==> config.mk <==
export PLATFORM = sky130hd
export DESIGN_NAME = ram16_drain_ctrl
export DESIGN_NICKNAME = d
export VERILOG_FILES = /design/src/rtl/ram16_drain_ctrl.sv
export SDC_FILE = /design/constraint.sdc
export NUM_CORES = 1
export LEC_CHECK = 0
export CORE_MARGIN = 2
export CORE_UTILIZATION = 50
export DETAILED_ROUTE_END_ITERATION = 6
export PLACE_DENSITY_LB_ADDON = 0.15
export SLEW_MARGIN = 20
export SYNTH_ARGS = -nofsm -noshare
export SYNTH_HDL_FRONTEND = slang
export SYNTH_SLANG_ARGS = --single-unit
==> constraint.sdc <==
create_clock -name clk -period 2.35 [get_ports clk]
set_input_delay 0.5875 -clock clk [delete_from_list [all_inputs] [get_ports clk]]
set_output_delay 0.5875 -clock clk [all_outputs]
set_load 0.05 [all_outputs]
==> src/rtl/ram16_drain_ctrl.sv <==
// Drains RAM16 after each fill: reads every word in address order and streams it
// out over valid/ready, with last marker, frame checksum and sticky overrun flag.
module ram16_drain_ctrl #(
  parameter int ADDR_WIDTH = 3
) (
  input  logic                  clk,
  input  logic                  rst_n,
  input  logic                  full_i,
  output logic                  ram_read,
  output logic [ADDR_WIDTH-1:0] ram_a,
  input  logic [15:0]           ram_do,
  output logic [15:0]           m_data,
  output logic                  m_valid,
  output logic                  m_last,
  input  logic                  m_ready,
  output logic                  busy,
  output logic                  overrun,
  input  logic                  clr_ovr,
  output logic [15:0]           frame_sum
);

  localparam int DEPTH = 2 ** ADDR_WIDTH;
  localparam logic [ADDR_WIDTH-1:0] LAST_ADDR = ADDR_WIDTH'(DEPTH - 1);
  localparam logic [ADDR_WIDTH-1:0] ADDR_ONE  = ADDR_WIDTH'(1);

  typedef enum logic [1:0] {IDLE, RD, CAP, OUT} state_t;

  state_t                state_reg, state_next;
  logic [ADDR_WIDTH-1:0] addr_reg, addr_next;
  logic [ADDR_WIDTH-1:0] ram_a_reg, ram_a_next;
  logic [15:0]           m_data_reg, m_data_next;
  logic                  m_valid_reg, m_valid_next;
  logic                  m_last_reg, m_last_next;
  logic                  overrun_reg, overrun_next;
  logic [15:0]           frame_sum_reg, frame_sum_next;
  logic                  full_prev_reg;

  logic rise;
  logic handshake;
  logic final_hs;

  always_ff @(posedge clk or negedge rst_n) begin
    if (!rst_n) begin
      state_reg     <= IDLE;
      addr_reg      <= '0;
      ram_a_reg     <= '0;
      m_data_reg    <= '0;
      m_valid_reg   <= 1'b0;
      m_last_reg    <= 1'b0;
      overrun_reg   <= 1'b0;
      frame_sum_reg <= '0;
      full_prev_reg <= 1'b0;
    end else begin
      state_reg     <= state_next;
      addr_reg      <= addr_next;
      ram_a_reg     <= ram_a_next;
      m_data_reg    <= m_data_next;
      m_valid_reg   <= m_valid_next;
      m_last_reg    <= m_last_next;
      overrun_reg   <= overrun_next;
      frame_sum_reg <= frame_sum_next;
      full_prev_reg <= full_i;
    end
  end

  always_comb begin
    state_next     = state_reg;
    addr_next      = addr_reg;
    ram_a_next     = ram_a_reg;
    m_data_next    = m_data_reg;
    m_valid_next   = m_valid_reg;
    m_last_next    = m_last_reg;
    frame_sum_next = frame_sum_reg;

    rise      = full_i & ~full_prev_reg;
    handshake = m_valid_reg & m_ready;
    final_hs  = (state_reg == OUT) && handshake && (addr_reg == LAST_ADDR);

    case (state_reg)
      IDLE: begin
        if (rise) begin
          state_next     = RD;
          addr_next      = '0;
          ram_a_next     = '0;
          frame_sum_next = '0;
        end
      end
      RD: state_next = CAP;
      CAP: begin
        m_data_next  = ram_do;
        m_valid_next = 1'b1;
        m_last_next  = (addr_reg == LAST_ADDR);
        state_next   = OUT;
      end
      OUT: begin
        if (handshake) begin
          frame_sum_next = frame_sum_reg + m_data_reg;
          m_valid_next   = 1'b0;
          m_last_next    = 1'b0;
          if (addr_reg != LAST_ADDR) begin
            addr_next  = addr_reg + ADDR_ONE;
            ram_a_next = addr_reg + ADDR_ONE;
            state_next = RD;
          end else if (rise) begin
            // back-to-back frame: the new fill is accepted on the closing beat
            addr_next      = '0;
            ram_a_next     = '0;
            frame_sum_next = '0;
            state_next     = RD;
          end else begin
            state_next = IDLE;
          end
        end
      end
      default: state_next = IDLE;
    endcase

    // a dropped fill must be reported even if software clears in the same cycle
    if (rise && (state_reg != IDLE) && !final_hs) begin
      overrun_next = 1'b1;
    end else if (clr_ovr) begin
      overrun_next = 1'b0;
    end else begin
      overrun_next = overrun_reg;
    end
  end

  assign ram_read  = (state_reg == RD);
  assign busy      = (state_reg != IDLE);
  assign ram_a     = ram_a_reg;
  assign m_data    = m_data_reg;
  assign m_valid   = m_valid_reg;
  assign m_last    = m_last_reg;
  assign overrun   = overrun_reg;
  assign frame_sum = frame_sum_reg;

endmodule

==> results of run 1 <==
[cell usage in the layout (no fill, tap or decap), drive strengths merged, types with 4 or more instances in the layout]
| master | count |
|---|---|
| nor2 | 7 |
| clkbuf | 7 |
| inv | 12 |
| buf | 18 |
| nand2 | 17 |
| o21ai | 18 |
| mux2 | 15 |
| a21o | 6 |
| ha | 21 |
| nand2b | 4 |
| xnor2 | 5 |
| o211ai | 4 |
| dfrtp | 44 |
| a22o | 13 |
| a32o | 4 |
| or3 | 4 |
| a21oi | 15 |
| clkdlybuf4s50 | 57 |
[cell families (layout without fill, tap and decap cells)]
kind of cell	after synthesis	after routing	synth area share [%]
flops	44	44	43.7
xor+xnor	8	8	2.78
compound gates	79	79	22.2
simple gates	46	46	9.28
fa+ha+maj	22	22	11.2
mux	17	17	7.50
buf+inv	21	95	3.28
[how the worst max path moves through the flow]
stage                      start       endpoint  slack (ns)  cells after the start
floorplan              m_data[7]  frame_sum[14]       0.008                      7
global placement       m_data[0]  frame_sum[14]        0.12                      8
detailed placement     m_data[0]  frame_sum[14]        0.05                      8
CTS                 frame_sum[0]  frame_sum[14]        0.05                      8
global route          m_data[11]  frame_sum[14]        0.02                      6
finish                m_data[11]  frame_sum[14]        0.12                      6
[power by group through the flow]
stage | logic [mW] | clock network [mW] | registers (mW)
5_1_grt | 3.89 | 0.493 | 1.39
6_report | 3.61 | 0.453 | 1.33
4_1_cts | 3.59 | 0.466 | 1.34
3_5_place_dp | 3.57 | 0 | 1.35
3_3_place_gp | 3.52 | 0 | 1.34
2_1_floorplan | 1.61 | 0 | 2.22
[worst register-to-register path, stage by stage, from the launching register on]
cell and delay [ns]:
dfrtp_2 0.42, ha_1 0.38, a21o_1 0.20, a21o_1 0.18, a221o_1 0.35, or3_1 0.34
a32o_1 0.25
[per-stage QoR]
step | instance area (sq um) | utilization [%] | total power [mW] | setup slack, ns | hold WS [ns]
after floorplan | 2530 | - | 3.83 | 0.00762 | 0.292
after global placement | 3280 | 68.4 | 4.85 | 0.124 | 0.463
after detailed placement | 3280 | 68.4 | 4.92 | 0.0544 | 0.466
after CTS | 3360 | 70.1 | 5.39 | 0.0487 | 0.265
after global routing | 3370 | 70.5 | 5.77 | 0.0180 | 0.282
final | 3370 | 70.5 | 5.40 | 0.122 | 0.248
[layer usage]
metal	vias up	wire length (um)	track usage [%]
met5	-	0	0
met4	0	77	7.74
met3	7	308	6.02
met2	64	2830	37.0
met1	1045	2540	29.4
li1	1028	-	-
[what timing repair did]
action	4_1_cts	5_1_grt
hold buffers	0	0
gates resized for setup	0	4
setup endpoints to repair	0	2
[final cells by class]
| type | count | share of cell area [%] |
|---|---|---|
| Multi-Input combinational cell | 172 | 40.1 |
| Sequential cell | 44 | 32.8 |
| Timing Repair Buffer | 75 | 20.8 |
| Tap cell | 67 | 2.48 |
| Clock buffer | 7 | 2.26 |
| Inverter | 12 | 1.33 |
| Clock inverter | 1 | 0.148 |
==> impl_results.html, run 1 <==
<table>
<tr><th>Metric</th><th>Value</th></tr>
<tr><th colspan="2">Global route</th></tr>
<tr><td>Via count of the first global-routing pass</td><td>2103</td></tr>
<tr><td>Overall global routing resource usage</td><td>22.7%</td></tr>
<tr><td>Total overflow reported by the global router</td><td>0</td></tr>
<tr><td>Maximum number of pins on one net before global-route repair</td><td>23</td></tr>
<tr><td>Global-route wire length before repair</td><td>9.69 mm</td></tr>
<tr><td>Antenna violations before repair</td><td>0</td></tr>
<tr><th colspan="2">Placement</th></tr>
<tr><td>Port buffer count</td><td>60</td></tr>
<tr><td>Weighted congestion at the end of routability-driven global placement</td><td>0.830</td></tr>
<tr><td>Placed Cells</td><td>370</td></tr>
<tr><td>Post-detail-place hpwl</td><td>4.38 mm</td></tr>
<tr><th colspan="2">Cells and area</th></tr>
<tr><td>Filler cell count</td><td>384</td></tr>
<tr><td>Fraction of layout instances using a drive strength above 1</td><td>17.0%</td></tr>
<tr><td>Number of standard cells in the layout, taps in and fillers out</td><td>378</td></tr>
<tr><td>Ant. Diodes</td><td>0</td></tr>
<tr><td>Area of the multi-input gates</td><td>1350 sq um</td></tr>
<tr><td>Total area of sequential cells</td><td>1110 sq um</td></tr>
<tr><td>Area Growth Syn to Fin</td><td>33.9%</td></tr>
<tr><td>Final net count</td><td>353</td></tr>
<tr><th colspan="2">Worst setup path</th></tr>
<tr><td>Launching point of the worst reg2reg path</td><td>m_data[11]</td></tr>
<tr><td>Crit Path Class</td><td>reg2reg</td></tr>
<tr><td>WP data arrival</td><td>2.41 ns</td></tr>
<tr><td>Critical path, cell by cell</td><td>ha_1 -&gt; a21o_1 -&gt; a21o_1 -&gt; a221o_1 -&gt; or3_1 -&gt; a32o_1</td></tr>
<tr><td>Critical Path Start Type</td><td>flop</td></tr>
<tr><td>Reg-to-reg setup timing slack</td><td>0.12 ns</td></tr>
<tr><td>Critical-path cell with the highest stage delay</td><td>dfrtp_2</td></tr>
<tr><td>Buf+Inv Stages, Crit Path</td><td>0</td></tr>
<tr><td>Data required time at the worst endpoint</td><td>2.53 ns</td></tr>
<tr><td>Cells on worst reg2reg path</td><td>6</td></tr>
<tr><td>End of the worst register-to-register path</td><td>frame_sum[14]</td></tr>
<tr><td>Most Frequent Cell on Critical Path</td><td>a21o_1</td></tr>
<tr><td>Critical Path Max Stage Delay</td><td>0.42 ns</td></tr>
<tr><td>Nature of the critical path endpoint</td><td>flop</td></tr>
<tr><td>Biggest fanout along the worst timing path</td><td>7</td></tr>
<tr><td>CP delay by family, top</td><td>compound AO/OA/AOI/OAI gates</td></tr>
<tr><th colspan="2">Synthesis</th></tr>
<tr><td>Fraction of registers with async set/reset</td><td>100%</td></tr>
<tr><td>Count of flip-flops with a built-in enable after synthesis</td><td>0</td></tr>
<tr><td>Synth top cells by count</td><td>dfrtp_1 (44), ha_1 (21), nand2_1 (17), o21ai_0 (16), mux2_2 (15)</td></tr>
<tr><td>Syn nets</td><td>280</td></tr>
<tr><td>Post-synthesis cell area</td><td>2520 sq um</td></tr>
<tr><td>Count of warnings emitted by yosys</td><td>0</td></tr>
<tr><td>Primary flip-flop cell chosen by synthesis mapping</td><td>dfrtp_1</td></tr>
<tr><td>Synth Register Bits</td><td>44</td></tr>
<tr><td>Unique cell type count in the Yosys netlist</td><td>47</td></tr>
<tr><td>Top cells by area in the synthesized netlist</td><td>dfrtp_1 (44%), ha_1 (10%), mux2_2 (6.7%), a22o_1 (4.5%), o21ai_0 (3.2%)</td></tr>
<tr><td>Synth Instances</td><td>237</td></tr>
<tr><td>Most used standard cell by instance count after synthesis</td><td>dfrtp_1</td></tr>
<tr><td>Mean instance size in the synthesized netlist</td><td>10.6 sq um</td></tr>
<tr><td>Cell type contributing the most total cell area after synthesis</td><td>dfrtp_1</td></tr>
<tr><td>Sequential area share after synthesis</td><td>43.7%</td></tr>
<tr><td>Fraction of post-synthesis cell area in the top cell type by area</td><td>43.7%</td></tr>
<tr><th colspan="2">Power and ir drop</th></tr>
<tr><td>Areal power density over the cells</td><td>1600 nW/um^2</td></tr>
<tr><td>Internal power contribution</td><td>2.69 mW</td></tr>
<tr><td>Fraction of power consumed by sequential logic</td><td>24.7%</td></tr>
<tr><td>Peak supply drop</td><td>0.979 mV</td></tr>
<tr><td>Leakage power total</td><td>1.53 nW</td></tr>
<tr><td>Clock share of power</td><td>8.4%</td></tr>
<tr><td>Fraction of power consumed by combinational cells</td><td>66.9%</td></tr>
<tr><td>P_sw</td><td>2.71 mW</td></tr>
<tr><td>Proportion of total power due to net switching</td><td>50.1%</td></tr>
<tr><th colspan="2">Run</th></tr>
<tr><td>Max capacitance violation total</td><td>0</td></tr>
<tr><th colspan="2">Timing</th></tr>
<tr><td>Final setup vio count</td><td>0</td></tr>
<tr><td>Remaining max-slew budget at the tightest pin</td><td>65.7%</td></tr>
<tr><td>Fraction of the cycle the final worst path needs</td><td>94.8%</td></tr>
<tr><td>Worst Max-Slew Pin Slew</td><td>0.513 ns</td></tr>
<tr><td>Post-route clock skew</td><td>0.00988 ns</td></tr>
<tr><td>Highest clock frequency the design can meet</td><td>449 MHz</td></tr>
<tr><td>Crit path time final</td><td>2.23 ns</td></tr>
<tr><td>Final-report hold violation count</td><td>0</td></tr>
<tr><td>Max-slew violations</td><td>0</td></tr>
<tr><td>Unrepaired setup endpoints after global routing</td><td>false</td></tr>
<tr><td>Final sum of negative setup slack</td><td>0 ns</td></tr>
<tr><th colspan="2">CTS</th></tr>
<tr><td>Clock tree from TritonCTS</td><td>yes</td></tr>
<tr><td>Post CTS Setup Buffer Count</td><td>0</td></tr>
<tr><td>Clock Tree Buf Depth</td><td>2</td></tr>
<tr><td>Count of H-tree levels built during CTS</td><td>2</td></tr>
<tr><td>Cts bufs inserted</td><td>5</td></tr>
<tr><td>Clock-pin transition on the worst setup and hold timing paths</td><td>0.08 ns</td></tr>
<tr><td>Later-pin clock latency in the skew report</td><td>0.30 ns</td></tr>
<tr><td>Clk sinks</td><td>44</td></tr>
<tr><td>Clock Tree Root</td><td>clkbuf_8</td></tr>
<tr><th colspan="2">Run status</th></tr>
<tr><td>Result of the run</td><td>finished clean</td></tr>
<tr><th colspan="2">Route</th></tr>
<tr><td>Number of DRC violations after detailed-routing iteration 0</td><td>89</td></tr>
<tr><td>DRC violations left</td><td>0</td></tr>
<tr><td>Average detailed-routed wire length per instance</td><td>15.2 um</td></tr>
<tr><td>Post-route antenna net violation count</td><td>0</td></tr>
<tr><td>Number of detailed-route iterations in the first pass</td><td>6</td></tr>
<tr><td>Total routed wirelength</td><td>5.75 mm</td></tr>
<tr><td>Vias per std cell</td><td>5.67</td></tr>
<tr><td>Via count</td><td>2144</td></tr>
<tr><th colspan="2">Floorplan</th></tr>
<tr><td>I/O pin cnt</td><td>61</td></tr>
<tr><td>Starting utilization of the core area</td><td>52.7%</td></tr>
<tr><td>Width of the die</td><td>75.0 um</td></tr>
<tr><td>Chip Height</td><td>75.0 um</td></tr>
<tr><td>Row Count</td><td>25</td></tr>
<tr><td>Placeable Area</td><td>4790 sq um</td></tr>
<tr><td>Overall die area</td><td>5620 sq um</td></tr>
<tr><th colspan="2">Min path</th></tr>
<tr><td>Hold Crit Class</td><td>in2async</td></tr>
</table>
No activity file was read; power rests on OpenSTA's default activity.
==> run 2, diff against run 1 <==
HOLD_SLACK_MARGIN = 0.05   (was default)
==> results of run 2 <==
No change in the layout: final DEF, timing and power equal those of run 1.
==> run 3, diff against run 2 <==
CORE_MARGIN = 8   (was 2)
CORE_UTILIZATION = 40   (was 50)
==> run 3 against run 2 <==
Against the previous run:
- wire length increased by 6.3%
- setup slack got worse by 0.0072 ns
- flip-flop and latch count unchanged
- combinational power about the same
- largest power group unchanged
- total power increased by 2.2%
- clock skew increased by 0.0022 ns
- largest cell class unchanged
==> impl_results.html, run 3 (same netlist as run 1, synthesis figures left out) <==
<table>
<tr><th>Metric</th><th>Value</th></tr>
<tr><th colspan="2">Run status</th></tr>
<tr><td>Result of the run</td><td>finished clean</td></tr>
<tr><th colspan="2">Cells and area</th></tr>
<tr><td>Commonest cells after routing, fill and taps aside</td><td>clkdlybuf4s50_1 (57), dfrtp_1 (39), ha_1 (21)</td></tr>
<tr><td>Number of standard cells in the layout, taps in and fillers out</td><td>386</td></tr>
<tr><td>Final non-filler cell area</td><td>3400 sq um</td></tr>
<tr><td>Fraction of layout instances using a drive strength above 1</td><td>17.2%</td></tr>
<tr><td>Area of the multi-input gates</td><td>1360 sq um</td></tr>
<tr><td>Filler cell count</td><td>545</td></tr>
<tr><td>Most common cell after layout, fill and taps aside</td><td>clkdlybuf4s50_1</td></tr>
<tr><td>Final net count</td><td>351</td></tr>
<tr><td>Area Growth Syn to Fin</td><td>35.0%</td></tr>
<tr><td>Ant. Diodes</td><td>0</td></tr>
<tr><td>Total area of sequential cells</td><td>1110 sq um</td></tr>
<tr><th colspan="2">Placement</th></tr>
<tr><td>Post-detail-place hpwl</td><td>4.63 mm</td></tr>
<tr><td>Placed Cells</td><td>378</td></tr>
<tr><td>Port buffer count</td><td>60</td></tr>
<tr><td>Placed Area</td><td>3270 sq um</td></tr>
<tr><td>Weighted congestion at the end of routability-driven global placement</td><td>0.846</td></tr>
<tr><th colspan="2">Route</th></tr>
<tr><td>Post-route antenna net violation count</td><td>0</td></tr>
<tr><td>Number of DRC violations after detailed-routing iteration 0</td><td>95</td></tr>
<tr><td>Total routed wirelength</td><td>6.12 mm</td></tr>
<tr><td>DRC violations left</td><td>0</td></tr>
<tr><td>Average detailed-routed wire length per instance</td><td>15.8 um</td></tr>
<tr><td>Via count</td><td>2044</td></tr>
<tr><td>Vias per std cell</td><td>5.30</td></tr>
<tr><td>Number of detailed-route iterations in the first pass</td><td>4</td></tr>
<tr><th colspan="2">Power and ir drop</th></tr>
<tr><td>Fraction of power consumed by combinational cells</td><td>65.5%</td></tr>
<tr><td>Leakage power total</td><td>1.54 nW</td></tr>
<tr><td>Proportion of total power due to net switching</td><td>49.2%</td></tr>
<tr><td>Final Total Pwr</td><td>5.52 mW</td></tr>
<tr><td>Peak supply drop</td><td>0.836 mV</td></tr>
<tr><td>Fraction of power consumed by sequential logic</td><td>24.2%</td></tr>
<tr><td>Clock share of power</td><td>10.4%</td></tr>
<tr><td>Internal power contribution</td><td>2.81 mW</td></tr>
<tr><td>P_sw</td><td>2.72 mW</td></tr>
<tr><td>Areal power density over the cells</td><td>1620 nW/um^2</td></tr>
<tr><th colspan="2">CTS</th></tr>
<tr><td>Post-cts hold buffer count</td><td>0</td></tr>
<tr><td>Clk sinks</td><td>44</td></tr>
<tr><td>Count of H-tree levels built during CTS</td><td>2</td></tr>
<tr><td>Clock tree from TritonCTS</td><td>yes</td></tr>
<tr><td>Clock Tree Buf Depth</td><td>2</td></tr>
<tr><td>Clock-pin transition on the worst setup and hold timing paths</td><td>0.09 ns</td></tr>
<tr><td>Clock Tree Root</td><td>clkbuf_8</td></tr>
<tr><td>Cts bufs inserted</td><td>5</td></tr>
<tr><td>Later-pin clock latency in the skew report</td><td>0.30 ns</td></tr>
<tr><th colspan="2">Worst setup path</th></tr>
<tr><td>Critical Path Start Type</td><td>flop</td></tr>
<tr><td>Biggest fanout along the worst timing path</td><td>4</td></tr>
<tr><td>Critical path, cell by cell</td><td>ha_1 -&gt; a21o_1 -&gt; a21oi_1 -&gt; a211oi_2 -&gt; or3_1 -&gt; a32o_1</td></tr>
<tr><td>Nature of the critical path endpoint</td><td>flop</td></tr>
<tr><td>Reg-to-reg setup timing slack</td><td>0.12 ns</td></tr>
<tr><td>Critical-path cell with the highest stage delay</td><td>dfrtp_1</td></tr>
<tr><td>Data required time at the worst endpoint</td><td>2.54 ns</td></tr>
<tr><td>Crit Path Class</td><td>reg2reg</td></tr>
<tr><td>Critical Path Max Stage Delay</td><td>0.41 ns</td></tr>
<tr><td>WP data arrival</td><td>2.42 ns</td></tr>
<tr><td>Buf+Inv Stages, Crit Path</td><td>0</td></tr>
<tr><td>CP delay by family, top</td><td>compound AO/OA/AOI/OAI gates</td></tr>
<tr><th colspan="2">Floorplan</th></tr>
<tr><td>Chip Height</td><td>95.4 um</td></tr>
<tr><td>I/O pin cnt</td><td>61</td></tr>
<tr><td>Overall die area</td><td>9100 sq um</td></tr>
<tr><td>Width of the die</td><td>95.4 um</td></tr>
<tr><td>Row Count</td><td>29</td></tr>
<tr><td>Placeable Area</td><td>6200 sq um</td></tr>
<tr><td>Starting utilization of the core area</td><td>40.6%</td></tr>
<tr><th colspan="2">Timing</th></tr>
<tr><td>Final sum of negative setup slack</td><td>0 ns</td></tr>
<tr><td>Remaining max-slew budget at the tightest pin</td><td>63.2%</td></tr>
<tr><td>Final-report hold violation count</td><td>0</td></tr>
<tr><td>Post-route clock skew</td><td>0.0121 ns</td></tr>
<tr><td>Highest clock frequency the design can meet</td><td>447 MHz</td></tr>
<tr><td>Worst Max-Slew Pin Slew</td><td>0.552 ns</td></tr>
<tr><td>Final setup vio count</td><td>0</td></tr>
<tr><td>Max-slew violations</td><td>0</td></tr>
<tr><td>Crit path time final</td><td>2.23 ns</td></tr>
<tr><td>Fraction of the cycle the final worst path needs</td><td>95.1%</td></tr>
<tr><th colspan="2">Global route</th></tr>
<tr><td>Maximum number of pins on one net before global-route repair</td><td>45</td></tr>
<tr><td>Overall global routing resource usage</td><td>14.1%</td></tr>
<tr><td>Global-route wire length before repair</td><td>10.3 mm</td></tr>
<tr><td>Antenna violations before repair</td><td>0</td></tr>
<tr><td>Total overflow reported by the global router</td><td>0</td></tr>
<tr><td>Via count of the first global-routing pass</td><td>2130</td></tr>
<tr><th colspan="2">Run</th></tr>
<tr><td>Max capacitance violation total</td><td>0</td></tr>
<tr><th colspan="2">Min path</th></tr>
<tr><td>Hold Crit Class</td><td>in2async</td></tr>
</table>
## run 3: cell types whose count changed in the layout (fill, tap and decap cells not counted)
cell       before  now
bufinv_16       0    1
buf_4          17   15
a21oi_2         2    3
a21oi_1        13   12
clkbuf_1        2    1
## run 3: cell type report
class	count	area share [%]
sequential	44	32.5
multi-input combinational	172	39.9
inverter	12	1.32
clock inverter	2	1.03
timing repair buffer	73	20.2
tap	77	2.83
clock buffer	6	2.13
## run 3: layer usage
metal / share of wire [%] / vias to the layer above / global-route usage, %
li1: - / 1025 / -
met1: 45 / 964 / 17.7
met2: 48 / 49 / 23.1
met3: 6.7 / 6 / 4.02
met4: 0.92 / 0 / 3.97
met5: 0 / - / 0
## run 3: timing repair
action                     4_1_cts  5_1_grt
buffers inserted                 0        0
setup endpoints to repair        0        3
resized for setup                0        5
## run 3: path summary, 6_finish.rpt
path                           start             to  cells past startpoint
max                        m_data[4]  frame_sum[14]                      6
min                            rst_n      m_data[2]                      2
max reg2reg                m_data[4]  frame_sum[14]                      6
min reg2reg                 ram_a[0]       ram_a[0]                      1
max in group asynchronous      rst_n     m_data[11]                      2
min in group clk            ram_a[0]       ram_a[0]                      1
## run 3: worst reg2reg max path, delay by kind of cell (launching register included)
family          cells  cell delay (ns)
compound gates      4             1.02
flops               1             0.41
fa+ha+maj           1             0.38
simple gates        1             0.32
## run 3: per-stage QoR
step	utilization [%]	setup WS (ns)	hold slack, ns
floorplan	-	0.00762	0.292
global placement	52.8	0.118	0.473
detailed placement	52.8	0.0843	0.492
CTS	54.5	0.0623	0.382
global route	54.8	-0.00119	0.409
finish	54.8	0.115	0.355
## run 3: power by group through the flow
| stage | clock network [mW] | logic [mW] | registers [mW] |
|---|---|---|---|
| finish | 0.572 | 3.61 | 1.33 |
| global route | 0.630 | 3.90 | 1.39 |
| CTS | 0.592 | 3.62 | 1.34 |
| detailed placement | 0 | 3.60 | 1.36 |
| global placement | 0 | 3.58 | 1.35 |
| floorplan | 0 | 1.61 | 2.22 |
